--- src/rtl/lockbox_pkg.sv ---
// Shared lockbox front-end constants, FSM state encoding and frame-size helpers.
// Pure declarations: no latency, no flow control.
package lockbox_pkg;

    localparam logic       OP_GET       = 1'b0;
    localparam logic       OP_STORE     = 1'b1;

    localparam logic [7:0] OPC_GET      = 8'h00;
    localparam logic [7:0] OPC_STORE    = 8'h01;
    localparam logic [7:0] STATUS_OK    = 8'h00;
    localparam logic [7:0] STATUS_BADOP = 8'hEE;

    typedef logic [1:0] fe_state_t;
    localparam fe_state_t ST_RX    = 2'd0;
    localparam fe_state_t ST_ISSUE = 2'd1;
    localparam fe_state_t ST_WAIT  = 2'd2;
    localparam fe_state_t ST_TX    = 2'd3;

    // opcode + tag + secret + password
    function automatic int req_bytes(input int tag_w, input int w);
        return 1 + tag_w / 8 + 2 * (w / 8);
    endfunction

    // status + result
    function automatic int rsp_bytes(input int w);
        return 1 + w / 8;
    endfunction

    localparam int DEF_TAG_WIDTH = 16;
    localparam int DEF_WIDTH     = 128;
    localparam int REQ_BYTES     = req_bytes(DEF_TAG_WIDTH, DEF_WIDTH);
    localparam int RSP_BYTES     = rsp_bytes(DEF_WIDTH);

endpackage

--- src/rtl/lockbox_frontend_if.sv ---
// Bundle of the front-end RX/TX byte streams and the lockbox request/result bus.
// master = front-end view; slave = the surrounding stream sources/sinks and core.
interface lockbox_frontend_if #(
    parameter int TAG_WIDTH = 16,
    parameter int WIDTH     = 128
);
    logic [7:0]           i_rx_data;
    logic                 i_rx_valid;
    logic                 o_rx_ready;
    logic [7:0]           o_tx_data;
    logic                 o_tx_valid;
    logic                 i_tx_ready;
    logic                 o_lb_en;
    logic                 o_lb_op;
    logic [TAG_WIDTH-1:0] o_lb_tag;
    logic [WIDTH-1:0]     o_lb_secret;
    logic [WIDTH-1:0]     o_lb_password;
    logic [WIDTH-1:0]     i_lb_out;
    logic                 i_lb_valid;

    modport master (
        input  i_rx_data, i_rx_valid,
        output o_rx_ready,
        output o_tx_data, o_tx_valid,
        input  i_tx_ready,
        output o_lb_en, o_lb_op, o_lb_tag, o_lb_secret, o_lb_password,
        input  i_lb_out, i_lb_valid
    );

    modport slave (
        output i_rx_data, i_rx_valid,
        input  o_rx_ready,
        input  o_tx_data, o_tx_valid,
        output i_tx_ready,
        input  o_lb_en, o_lb_op, o_lb_tag, o_lb_secret, o_lb_password,
        output i_lb_out, i_lb_valid
    );
endinterface

--- src/rtl/lockbox_fe_ser.sv ---
// Response serializer: parallel-loads status+result, emits it MSB-first one byte per handshake.
// Output valid the cycle after load; byte held stable while i_tx_ready is low.
module lockbox_fe_ser
    import lockbox_pkg::*;
#(
    parameter int WIDTH = 128
) (
    input  logic               i_clk,
    input  logic               i_rst_n,
    input  logic               i_load,
    input  logic [WIDTH+7:0]   i_load_dat,
    output logic [7:0]         o_tx_data,
    output logic               o_tx_valid,
    input  logic               i_tx_ready,
    output logic               o_done
);
    localparam int NBYTES = rsp_bytes(WIDTH);
    localparam int CW     = $clog2(NBYTES + 1);

    logic [WIDTH+7:0] r_sh;
    logic [CW-1:0]    r_cnt;
    logic             r_vld;
    logic             w_hs;
    logic             w_last;

    assign w_hs   = r_vld && i_tx_ready;
    assign w_last = (r_cnt == CW'(NBYTES - 1));

    // Shifting zeros in means the buffer is clear once the last byte leaves.
    always_ff @(posedge i_clk or negedge i_rst_n) begin
        if (!i_rst_n) begin
            r_sh  <= '0;
            r_cnt <= '0;
            r_vld <= 1'b0;
        end else if (i_load) begin
            r_sh  <= i_load_dat;
            r_cnt <= '0;
            r_vld <= 1'b1;
        end else if (w_hs) begin
            r_sh <= r_sh << 8;
            if (w_last) begin
                r_vld <= 1'b0;
                r_cnt <= '0;
            end else begin
                r_cnt <= r_cnt + 1'b1;
            end
        end
    end

    assign o_tx_data  = r_sh[WIDTH+7 -: 8];
    assign o_tx_valid = r_vld;
    assign o_done     = w_hs && w_last;

endmodule

--- src/rtl/lockbox_frontend.sv ---
// Lockbox byte-stream front-end: ISSUE 1 cycle after last RX byte, first TX byte 1 cycle after i_lb_valid.
// RX stalls (o_rx_ready=0) outside RX; TX holds data under backpressure. Option: LOCKBOX_FE_SCRUB_EN.
module lockbox_frontend
    import lockbox_pkg::*;
#(
    parameter int TAG_WIDTH = 16,
    parameter int WIDTH     = 128
) (
    input  logic               i_clk,
    input  logic               i_rst_n,
    lockbox_frontend_if.master bus
);
    localparam int NREQ = req_bytes(TAG_WIDTH, WIDTH);
    localparam int RB   = NREQ * 8;
    localparam int CW   = $clog2(NREQ + 1);

    fe_state_t        r_state;
    logic [CW-1:0]    r_rx_cnt;
    logic [RB-1:0]    r_req;
    logic             r_bad;

    logic             w_rx_hs;
    logic             w_rx_last;
    logic             w_opc_bad;
    logic             w_ser_load;
    logic [WIDTH+7:0] w_ser_dat;
    logic             w_tx_done;

    assign w_rx_hs   = (r_state == ST_RX) && bus.i_rx_valid;
    assign w_rx_last = (r_rx_cnt == CW'(NREQ - 1));
    assign w_opc_bad = (bus.i_rx_data != OPC_GET) && (bus.i_rx_data != OPC_STORE);

    // A bad-opcode frame skips the core and loads its error response directly.
    always_comb begin
        w_ser_load = 1'b0;
        w_ser_dat  = '0;
        if (w_rx_hs && w_rx_last && r_bad) begin
            w_ser_load = 1'b1;
            w_ser_dat  = {STATUS_BADOP, {WIDTH{1'b0}}};
        end else if ((r_state == ST_WAIT) && bus.i_lb_valid) begin
            w_ser_load = 1'b1;
            w_ser_dat  = {STATUS_OK, bus.i_lb_out};
        end
    end

    always_ff @(posedge i_clk or negedge i_rst_n) begin
        if (!i_rst_n) begin
            r_state  <= ST_RX;
            r_rx_cnt <= '0;
            r_req    <= '0;
            r_bad    <= 1'b0;
        end else begin
            case (r_state)
                ST_RX: begin
                    if (w_rx_hs) begin
                        r_req <= {r_req[RB-9:0], bus.i_rx_data};
                        if (r_rx_cnt == '0) begin
                            r_bad <= w_opc_bad;
                        end
                        if (w_rx_last) begin
                            r_rx_cnt <= '0;
                            r_state  <= r_bad ? ST_TX : ST_ISSUE;
                        end else begin
                            r_rx_cnt <= r_rx_cnt + 1'b1;
                        end
                    end
                end
                ST_ISSUE: begin
                    r_state <= ST_WAIT;
`ifdef LOCKBOX_FE_SCRUB_EN
                    // The core sampled secret/password this cycle; drop our copy.
                    r_req[2*WIDTH-1:0] <= '0;
`endif
                end
                ST_WAIT: begin
                    if (bus.i_lb_valid) begin
                        r_state <= ST_TX;
                    end
                end
                ST_TX: begin
                    if (w_tx_done) begin
                        r_state <= ST_RX;
                    end
                end
                default: r_state <= ST_RX;
            endcase
        end
    end

    // Frame layout in r_req, MSB first: opcode | tag | secret | password.
    assign bus.o_rx_ready    = (r_state == ST_RX);
    assign bus.o_lb_en       = (r_state == ST_ISSUE);
    assign bus.o_lb_op       = (r_req[RB-1 -: 8] == OPC_STORE) ? OP_STORE : OP_GET;
    assign bus.o_lb_tag      = r_req[2*WIDTH +: TAG_WIDTH];
    assign bus.o_lb_secret   = r_req[WIDTH +: WIDTH];
    assign bus.o_lb_password = r_req[WIDTH-1:0];

    lockbox_fe_ser #(
        .WIDTH (WIDTH)
    ) u_ser (
        .i_clk      (i_clk),
        .i_rst_n    (i_rst_n),
        .i_load     (w_ser_load),
        .i_load_dat (w_ser_dat),
        .o_tx_data  (bus.o_tx_data),
        .o_tx_valid (bus.o_tx_valid),
        .i_tx_ready (bus.i_tx_ready),
        .o_done     (w_tx_done)
    );

endmodule

--- src/flat_wrapper.sv ---
// flat-port wrapper written by rule: the top's interface ports become plain ports
module lockbox_frontend_flat import lockbox_pkg::*;
#(
    parameter int TAG_WIDTH = 16,
    parameter int WIDTH     = 128
)
  (i_clk, i_rst_n, bus_i_rx_data, bus_i_rx_valid, bus_o_rx_ready, bus_o_tx_data, bus_o_tx_valid, bus_i_tx_ready, bus_o_lb_en, bus_o_lb_op, bus_o_lb_tag, bus_o_lb_secret, bus_o_lb_password, bus_i_lb_out, bus_i_lb_valid);
  lockbox_frontend_if #(.TAG_WIDTH(TAG_WIDTH), .WIDTH(WIDTH)) bus_i ();
  input  logic i_clk;
  input  logic i_rst_n;
  input wire logic [$bits(bus_i.i_rx_data)-1:0] bus_i_rx_data;
  input wire logic [$bits(bus_i.i_rx_valid)-1:0] bus_i_rx_valid;
  output wire logic [$bits(bus_i.o_rx_ready)-1:0] bus_o_rx_ready;
  output wire logic [$bits(bus_i.o_tx_data)-1:0] bus_o_tx_data;
  output wire logic [$bits(bus_i.o_tx_valid)-1:0] bus_o_tx_valid;
  input wire logic [$bits(bus_i.i_tx_ready)-1:0] bus_i_tx_ready;
  output wire logic [$bits(bus_i.o_lb_en)-1:0] bus_o_lb_en;
  output wire logic [$bits(bus_i.o_lb_op)-1:0] bus_o_lb_op;
  output wire logic [$bits(bus_i.o_lb_tag)-1:0] bus_o_lb_tag;
  output wire logic [$bits(bus_i.o_lb_secret)-1:0] bus_o_lb_secret;
  output wire logic [$bits(bus_i.o_lb_password)-1:0] bus_o_lb_password;
  input wire logic [$bits(bus_i.i_lb_out)-1:0] bus_i_lb_out;
  input wire logic [$bits(bus_i.i_lb_valid)-1:0] bus_i_lb_valid;
  assign bus_i.i_rx_data = bus_i_rx_data;
  assign bus_i.i_rx_valid = bus_i_rx_valid;
  assign bus_o_rx_ready = bus_i.o_rx_ready;
  assign bus_o_tx_data = bus_i.o_tx_data;
  assign bus_o_tx_valid = bus_i.o_tx_valid;
  assign bus_i.i_tx_ready = bus_i_tx_ready;
  assign bus_o_lb_en = bus_i.o_lb_en;
  assign bus_o_lb_op = bus_i.o_lb_op;
  assign bus_o_lb_tag = bus_i.o_lb_tag;
  assign bus_o_lb_secret = bus_i.o_lb_secret;
  assign bus_o_lb_password = bus_i.o_lb_password;
  assign bus_i.i_lb_out = bus_i_lb_out;
  assign bus_i.i_lb_valid = bus_i_lb_valid;
  lockbox_frontend #(.TAG_WIDTH(TAG_WIDTH), .WIDTH(WIDTH)) u_core (.i_clk(i_clk), .i_rst_n(i_rst_n), .bus(bus_i));
endmodule
--- config.mk ---
export PLATFORM = sky130hd
export DESIGN_NAME = lockbox_frontend_flat
export DESIGN_NICKNAME = d
export VERILOG_FILES = /design/src/rtl/lockbox_pkg.sv /design/src/rtl/lockbox_frontend_if.sv /design/src/rtl/lockbox_fe_ser.sv /design/src/rtl/lockbox_frontend.sv /design/src/flat_wrapper.sv
export SDC_FILE = /design/constraint.sdc
export NUM_CORES = 1
export LEC_CHECK = 0
export CAP_MARGIN = 20
export CORE_MARGIN = 2
export CORE_UTILIZATION = 45
export DETAILED_ROUTE_END_ITERATION = 10
export PLACE_DENSITY = 0.72
export SLEW_MARGIN = 20
export SYNTH_ARGS = -nofsm -noshare
export SYNTH_HDL_FRONTEND = slang
export SYNTH_HIERARCHICAL = 1
export SYNTH_SLANG_ARGS = --single-unit
--- constraint.sdc ---
create_clock -name i_clk -period 3.8 [get_ports i_clk]
set_input_delay 0.76 -clock i_clk [delete_from_list [all_inputs] [get_ports i_clk]]
set_output_delay 0.76 -clock i_clk [all_outputs]
set_load 0.01 [all_outputs]
==> PnR_summary.wiki <==
{| class="wikitable"
! Metric !! Value
|-
| Total power density per cell area || approximately 380 nW/um^2
|-
| Power share of the sequential group || 49.1%
|-
| HP Class || input pin to async pin
|-
| Flop and latch count out of synthesis || 431
|-
| Resized cells post-CTS || 0
|-
| Commonest non-fill, non-tap cells in the layout || 992 x nand2_1, 431 x dfrtp_1, 423 x clkdlybuf4s50_1
|-
| Critical Path End Type || output port
|-
| Maximum number of pins on one net before global-route repair || between 100 and 150
|-
| CTS sink cnt || about 430
|-
| Vias/cell || 4.82
|-
| Share of the clock period used by the worst path after layout || 74.9%
|-
| Number of antenna violations at the first check in global routing || 0
|-
| Detail Placement HPWL || 34300 um
|-
| DRC violations left || 0
|-
| Gr usage total || a little over 20%
|-
| Combinational cell fraction of total power || 2.8%
|-
| Clock tree skew after final layout || about 0.007 ns
|-
| Cell area after synthesis || 20600 um^2
|-
| Total Nets Final || approximately 2500
|-
| LEAKAGE || 13.0 nW
|-
| Top-Level Pins || 425
|-
| Horizontal die dimension || 218 um
|-
| Number of setup buffers added after CTS || 0
|-
| Biggest fanout along the worst timing path || 5
|-
| Number of max-slew violations in the final report || 0
|-
| Crit path setup slack, layout || 0.955 ns
|-
| Diode count || 0
|-
| Max VDD drop || roughly 0.00041 V
|-
| Cell internal pwr || 7.44 mW
|-
| RSZ-0062 raised after global routing || no
|-
| Hold Fails Final Rpt || 0
|-
| Count of distinct cell types in the synthesized netlist || 38
|-
| Crit path launch type || flip-flop
|-
| Most common flop cell mapped by yosys || dfrtp_1
|-
| Area added between synthesis and finish || 20.6%
|-
| Latest clock arrival within the worst-skew pair || about 0.57 ns
|-
| Slew margin rel. || between 30% and 40%
|-
| Antenna Violating Nets Remaining || 0
|-
| Die H || 218 um
|-
| Critical path arrival || 2.08 ns
|-
| Overall overflow remaining after global route || 0
|-
| Detailed Route WL || 49200 um
|-
| Mean instance size in the synthesized netlist || 8.97 um^2
|-
| Setup slack at placement || 0.632 ns
|-
| Most common library cell in the layout ignoring fill and taps || nand2_1
|-
| Via count of the first global-routing pass || 14190
|-
| Detailed-route via count || 14586
|-
| CTS Hold Bufs || 0
|-
| Crit Reg-Reg Startpoint || u_core/r_state[1]
|-
| Buffers added on ports || ~420
|-
| Site Rows || 78
|-
| Net switching power figure || 1.91 mW
|-
| Starting density of the core || 45.4%
|-
| Switch share || 20.4%
|-
| First-pass iteration count of the detailed router || 5
|-
| Yosys warnings || 6
|-
| Fraction of the yosys area taken by sequential cells || between 50% and 60%
|-
| Fraction of layout cells with a size suffix above 1 || 4.37%
|-
| Pin slew with the least headroom to its limit || 0.958 ns
|-
| Max-cap check violation count || 0
|-
| Start point of the critical path || u_core/r_state[1]
|-
| Portion of total power attributed to the clock network || 48.1%
|-
| Num CTS Buffers || 46
|-
| CORE AREA || 45300 um^2
|-
| Maximum frequency from static timing analysis || between 300 and 400 MHz
|-
| Max clock buf depth || 3
|-
| Clock tree from TritonCTS || built
|-
| WL/cell || 16.3 um
|-
| DRT iter0 DRCs || roughly 1100
|-
| Depth of the CTS H-tree || 2
|-
| Clock slew at reported path FFs || 0.05 ns
|-
| Async set or reset register ratio after synthesis || 100%
|-
| Wire length of the first global-routing pass || approximately 80000 um
|-
| Die area || 47500 um^2
|-
| Total Negative Setup Slacks || 0 ns
|-
| Number of flops mapped to enable cells by yosys || 0
|-
| Final number of setup-violating endpoints || 0
|-
| Cell at the root of the clock tree || clkbuf_16
|-
| Final RePlAce weighted congestion || 0.858
|-
| Startpoint-to-endpoint class of the critical path || flip-flop to output port
|-
| Gate count of the mapped netlist || 2293
|-
| Fin crit period || between 2 and 3 ns
|-
| Filler cell count || 4001
|-
| Run status || complete, no violations
|-
| Required time at the endpoint of the critical path || 3.04 ns
|}
[final timing paths]
| path | to | slack (ns) | cells after the start |
|---|---|---|---|
| max | bus_o_rx_ready | 0.96 | 3 |
| min | u_core/u_ser/r_sh[128] | 0.21 | 1 |
| max reg2reg | u_core/u_ser/r_sh[43] | 1.03 | 8 |
| min reg2reg | u_core/r_req[272] | 0.48 | 2 |
| max in group asynchronous | u_core/r_req[81] | 2.63 | 2 |
| min in group i_clk | u_core/r_req[272] | 0.48 | 2 |
[critical path, cell delays in order, from the launching register on]
cell	delay (ns)
dfrtp_1	0.41
inv_1	0.14
ha_1	0.32
clkdlybuf4s50_1	0.65
[layer usage]
metal | vias up | share of wire, % | routed length (um) | track usage [%]
li1 | 7100 | - | - | -
met1 | 6956 | 43 | 21300 | 27.7
met2 | 429 | 48 | 23400 | 33.4
met3 | 101 | 5.3 | 2630 | 3.58
met4 | 0 | 3.8 | 1870 | 8.93
met5 | - | 0 | 0 | 0
[synth_stat cells (all sizes together) (3+ instances only)]
cell type	number	area, um^2
nand4	4	25.0
ha	10	125
dfrtp	431	10800
clkbuf	53	199
buf	350	2570
o21ai	140	701
a21oi	3	15.0
nor3	4	20.0
nor2	5	18.8
nand3	3	15.0
nand2b	3	18.8
mux2i	131	1310
or3	3	18.8
nand2	994	3730
inv	9	33.8
and2	129	807
nor4	3	33.8
[layout make-up]
| cell class | count | area [um^2] | share of cell area [%] |
|---|---|---|---|
| tap | 600 | 751 | 3.02 |
| clock inverter | 7 | 87.6 | 0.353 |
| sequential | 431 | 10800 | 43.4 |
| clock buffer | 73 | 1440 | 5.79 |
| multi-input combinational | 1451 | 7030 | 28.3 |
| inverter | 9 | 33.8 | 0.136 |
| timing repair buffer | 454 | 4700 | 18.9 |
[registers in the layout, summed over array words and instances (netlist names)]
| name | flops |
|---|---|
| u_core/r_bad | 1 |
| u_core/r_rx_cnt | 6 |
| u_core/u_ser/r_cnt | 5 |
| u_core/u_ser/r_sh | 136 |
| u_core/r_req | 280 |
| u_core/r_state | 2 |
| u_core/u_ser/o_tx_valid | 1 |
[per-stage QoR]
step	power [mW]	util (%)	std cells	hold slack, ns	instance area (um^2)
floorplan	4.68	-	2294	0.439	20600
global placement	4.94	51.5	2945	0.456	23300
detailed placement	4.94	51.5	2945	0.464	23300
CTS	9.48	54.8	3025	0.222	24800
global route	9.67	54.8	3025	0.260	24800
finish	9.35	54.8	3025	0.212	24800
[cell families (layout without fill, tap and decap cells)]
group / count (synthesis) / count (layout) / share of synthesized area [%]
AOI/OAI and AO/OA: 151 / 151 / 3.77
xor gates and xnor gates: 4 / 4 / 0.170
adders and majority gates: 10 / 10 / 0.608
buffers and inverters: 412 / 543 / 13.6
DFF: 431 / 431 / 52.4
muxes: 131 / 131 / 6.37
other: 1 / 2 / 0.0182
and+or+nand+nor: 1153 / 1153 / 23.0
[power by group through the flow]
stage	sequential [mW]	clock [mW]	combinational, mW
after global routing	4.59	4.79	0.286
final	4.59	4.50	0.259
after global placement	4.67	0	0.267
after floorplan	4.67	0	0.00177
after CTS	4.59	4.62	0.268
after detailed placement	4.67	0	0.268
No activity file was read; power rests on OpenSTA's default activity.
